===== config.mk =====
export PLATFORM = sky130hd
export DESIGN_NAME = trade_order_gen
export DESIGN_NICKNAME = d
export VERILOG_FILES = /design/src/rtl/trade_order_gen.sv
export SDC_FILE = /design/constraint.sdc
export NUM_CORES = 1
export LEC_CHECK = 0
export CAP_MARGIN = 15
export CORE_UTILIZATION = 50
export DETAILED_ROUTE_END_ITERATION = 8
export GPL_ROUTABILITY_DRIVEN = 0
export PLACE_DENSITY = 0.85
export SLEW_MARGIN = 5
export SYNTH_ARGS = -nofsm -noshare
export SYNTH_HDL_FRONTEND = slang
export SYNTH_SLANG_ARGS = --single-unit

===== constraint.sdc =====
create_clock -name clk -period 2.7 [get_ports clk]
set_clock_uncertainty 0.2 [all_clocks]
set_input_delay 0.54 -clock clk [delete_from_list [all_inputs] [get_ports clk]]
set_output_delay 0.54 -clock clk [all_outputs]
set_load 0.005 [all_outputs]

===== src/rtl/trade_order_gen.sv =====
// Order generator: turns buy/sell decisions into single handshaked orders while
// holding the net position inside +/-MAX_POS and spacing orders by a cooldown.
module trade_order_gen #(
  parameter logic signed [7:0] MAX_POS   = 8'sd4,
  parameter logic [7:0]        ORDER_QTY = 8'd1,
  parameter logic [3:0]        COOLDOWN  = 4'd3
) (
  input  logic       clk,
  input  logic       rst,
  input  logic       data_valid_mean,
  input  logic       buy_signal,
  input  logic       sell_signal,
  input  logic [7:0] current_data,
  input  logic       order_ready,
  output logic       order_valid,
  output logic       order_side,
  output logic [7:0] order_price,
  output logic [7:0] order_qty,
  output logic [7:0] position,
  output logic [7:0] dropped_cnt,
  output logic       busy,
  output logic [1:0] state_dbg
);

  // Order handshake: an order transfers on any rising edge where order_valid
  // and order_ready are both high; order_valid and its payload stay put until then.
  typedef enum logic [1:0] {
    IDLE  = 2'd0,
    ISSUE = 2'd1,
    COOL  = 2'd2
  } state_t;

  state_t            state, state_nx;
  logic [3:0]        cool_cnt, cool_cnt_nx;
  logic              decision, one_side, buy_ok, sell_ok;
  logic              accept, drop, handshake;
  logic signed [8:0] pos_ext, max_ext, qty_ext, buy_sum, sell_diff;

  // Limit checks run one bit wider than the position so they cannot wrap.
  assign pos_ext   = {position[7], position};
  assign max_ext   = {MAX_POS[7], MAX_POS};
  assign qty_ext   = {1'b0, ORDER_QTY};
  assign buy_sum   = pos_ext + qty_ext;
  assign sell_diff = pos_ext - qty_ext;
  assign buy_ok    = (buy_sum <= max_ext);
  assign sell_ok   = (sell_diff >= -max_ext);

  assign decision  = data_valid_mean & (buy_signal | sell_signal);
  assign one_side  = buy_signal ^ sell_signal;
  assign state_dbg = state;

  always_comb begin
    state_nx    = state;
    cool_cnt_nx = cool_cnt;
    accept      = 1'b0;
    drop        = 1'b0;
    handshake   = 1'b0;
    case (state)
      IDLE: begin
        if (decision) begin
          if (one_side && (buy_signal ? buy_ok : sell_ok)) begin
            accept   = 1'b1;
            state_nx = ISSUE;
          end else begin
            drop = 1'b1;
          end
        end
      end
      ISSUE: begin
        drop = decision;
        if (order_ready) begin
          handshake = 1'b1;
          if (COOLDOWN == 4'd0) begin
            state_nx = IDLE;
          end else begin
            state_nx    = COOL;
            cool_cnt_nx = COOLDOWN;
          end
        end
      end
      COOL: begin
        drop        = decision;
        cool_cnt_nx = cool_cnt - 4'd1;
        if (cool_cnt <= 4'd1) begin
          state_nx    = IDLE;
          cool_cnt_nx = 4'd0;
        end
      end
      default: begin
        state_nx    = IDLE;
        cool_cnt_nx = 4'd0;
      end
    endcase
  end

  always_ff @(posedge clk) begin
    if (rst) begin
      state       <= IDLE;
      cool_cnt    <= 4'd0;
      order_valid <= 1'b0;
      order_side  <= 1'b0;
      order_price <= 8'd0;
      order_qty   <= 8'd0;
      position    <= 8'd0;
      dropped_cnt <= 8'd0;
      busy        <= 1'b0;
    end else begin
      state       <= state_nx;
      cool_cnt    <= cool_cnt_nx;
      order_valid <= (state_nx == ISSUE);
      order_qty   <= (state_nx == ISSUE) ? ORDER_QTY : 8'd0;
      busy        <= (state_nx != IDLE);
      if (accept) begin
        order_side  <= buy_signal;
        order_price <= current_data;
      end
      if (handshake) begin
        position <= order_side ? (position + ORDER_QTY) : (position - ORDER_QTY);
      end
      if (drop && (dropped_cnt != 8'hFF)) begin
        dropped_cnt <= dropped_cnt + 8'd1;
      end
    end
  end

endmodule


==> results.tsv <==
metric	value	unit
run status	complete, no violations	
Fin. Hold Viols	0	
ANT cells	0	
htree depth	2	
Final period util	98.3	%
Avg Inst Size Synth	8.62	um^2
Clock Sinks	33	
routed len/inst	14.2	um
clock latency on the worst-skew pair	290	ps
share of flip-flops with an asynchronous set or reset	0	%
worst hold path type	reg -> reg	
number of buffers added on ports	43	
Core Region	4000	um^2
sequential area share after synthesis	31.7	%
1st-iter DRT viols	78	
Setup CP Type	in -> reg	
# Post-CTS Setup Buffers	0	
Die Height	66.6	um
placement row count	23	
fraction of layout cells with a size suffix above 1	13.5	%
Leak	0.00108	uW
vias post-DR	1869	
Post-DRT Antenna Nets	0	
Vias/cell	5.51	
most frequent cells in the layout	42 x clkdlybuf4s50_1, 33 x dfxtp_1, 24 x nor2_1	
Post-Syn Area	2090	um^2
YS warnings	0	
Synth Flop Type	dfxtp_1	
largest net degree at the start of global routing	44	
count of cell types in the netlist	49	
CTS clk-pin slew, worst paths	70	ps
clock buffer depth	2	
worst slack at placement	-346	ps
fin area	2700	um^2
TritonCTS buffer count	5	
max_cap viols	0	
num ports	51	
final worst slack	45.5	ps
GR Util All Layers	22.9	%
Pwr per Cell Area	479	nW/um^2
HPWL after DPL	3360	um
Placed Instance Area	2570	um^2
Area Overhead vs Synth	29.5	%
worst-case vdd ir drop	0.000245	V
vias in the first global route	1705	
critical path arrival	2640	ps
TritonCTS clock tree	done	
Tmin final	2650	ps
drt pass-1 iters	4	
Die ar.	4430	um^2
clk root buf	clkbuf_8	
Final nets	318	
Remaining Overflow, GRT	0	
crit-path max FO	7	
EDFF count, synth	0	
Routed WL	4830	um
initial antenna violation count	0	
Fin Setup TNS	0	ps
Yosys reg bits	33	
Critical Path Start Type	input pin	
global-route wire length before repair	7600	um
FMAX	0.377	GHz
Slew Viols, Final	0	
number of remaining DRC errors	0	
Die X	66.6	um
commonest non-fill, non-tap cell in the layout	clkdlybuf4s50_1	
Worst EP required	2680	ps
Mapped Cells	242	
final setup violation count	0	
Final Core Density	67.5	%
CP endpoint kind	flip-flop	
Initial Util	52.1	%
-- per-layer routing --
metal	wire, um	part of all wire, %	track usage [%]
met1	2090	43	26.7
met2	2350	49	39.3
met3	318	6.6	6.85
met4	65	1.3	8.24
met5	0	0	0
-- worst paths after layout --
path / startpoint / end / slack (ps) / depth (start not counted)
min reg2reg: cool_cnt[1]$_SDFFE_PP0P_ / cool_cnt[1]$_SDFFE_PP0P_ / 280 / 2
max reg2reg: state_dbg[1]$_SDFF_PP0_ / dropped_cnt[7]$_SDFFE_PP0P_ / 350 / 7
min: cool_cnt[1]$_SDFFE_PP0P_ / cool_cnt[1]$_SDFFE_PP0P_ / 280 / 2
max: sell_signal / dropped_cnt[7]$_SDFFE_PP0P_ / 50 / 9
-- per-stage QoR --
stage	instances	total power [uW]	hold slack (ps)
2_1_floorplan	248	779	245
3_3_place_gp	331	893	266
3_5_place_dp	331	903	271
4_1_cts	338	1290	280
5_1_grt	339	1360	298
6_report	339	1290	282
-- cells by family (layout without fill, tap and decap cells) --
group | after synthesis | count (layout) | synth area share [%]
mux | 19 | 19 | 9.60
fa+ha+maj | 15 | 15 | 9.36
simple gates | 94 | 94 | 25.1
compound gates | 41 | 41 | 13.9
flops | 33 | 33 | 31.7
xor+xnor | 5 | 5 | 2.10
buf+inv | 34 | 75 | 8.16
other cells | 1 | 7 | 0.180
-- Yosys cell counts, types with 2 or more instances --
library cell | count | area, um^2
nor4b_1 | 2 | 17.5
nand3_1 | 9 | 45.0
o21ai_0 | 7 | 35.0
a21o_1 | 2 | 15.0
nor2b_1 | 8 | 50.1
and2_1 | 2 | 12.5
ha_1 | 14 | 175
nand2_1 | 17 | 63.8
mux2_2 | 8 | 90.1
dfxtp_1 | 33 | 661
nor4b_2 | 2 | 30.0
xor2_1 | 2 | 17.5
o21ai_1 | 3 | 15.0
nand4_1 | 7 | 43.8
clkbuf_1 | 8 | 30.0
inv_1 | 15 | 56.3
xnor2_1 | 3 | 26.3
o211ai_1 | 3 | 22.5
nor2_1 | 24 | 90.1
nand3b_1 | 4 | 30.0
mux2i_1 | 11 | 110
o2111ai_1 | 2 | 17.5
nor3_1 | 7 | 35.0
buf_4 | 9 | 67.6
a211oi_2 | 2 | 25.0
a21oi_1 | 12 | 60.1
and3_1 | 4 | 25.0
-- power by group --
group	internal (uW)	switching (uW)
Clock	202	188
Sequential	515	28.2
Combinational	189	172
-- worst max-delay path, cell delays in order --
cell and delay (ps):
clkdlybuf4s50_1 450, inv_1 50, ha_2 180, or3b_4 400
a31oi_4 220, buf_12 150, nand4_1 120, o21ai_2 190
mux2_4 320
-- flip-flops by register name (all words and copies together) (netlist names) --
signal and cells:
order_side 1, busy 1, position 8, order_price 8, dropped_cnt 8, state_dbg 2, order_valid 1, cool_cnt 4
-- final cells by class --
class / instances / area [um^2]
Fill cell: 345 / 1300
Multi-Input combinational cell: 181 / 1300
Sequential cell: 33 / 661
Timing Repair Buffer: 53 / 538
Clock buffer: 7 / 86.3
Tap cell: 50 / 62.6
Inverter: 15 / 56.3
-- timing repair --
action / CTS / global route
hold buffers: 0 / 0
pin swaps: 0 / 1
cloned: 0 / 1
endpoints found under the setup margin: 3 / 7
gates resized for setup: 4 / 6
Power figures use the tool's default switching activity.
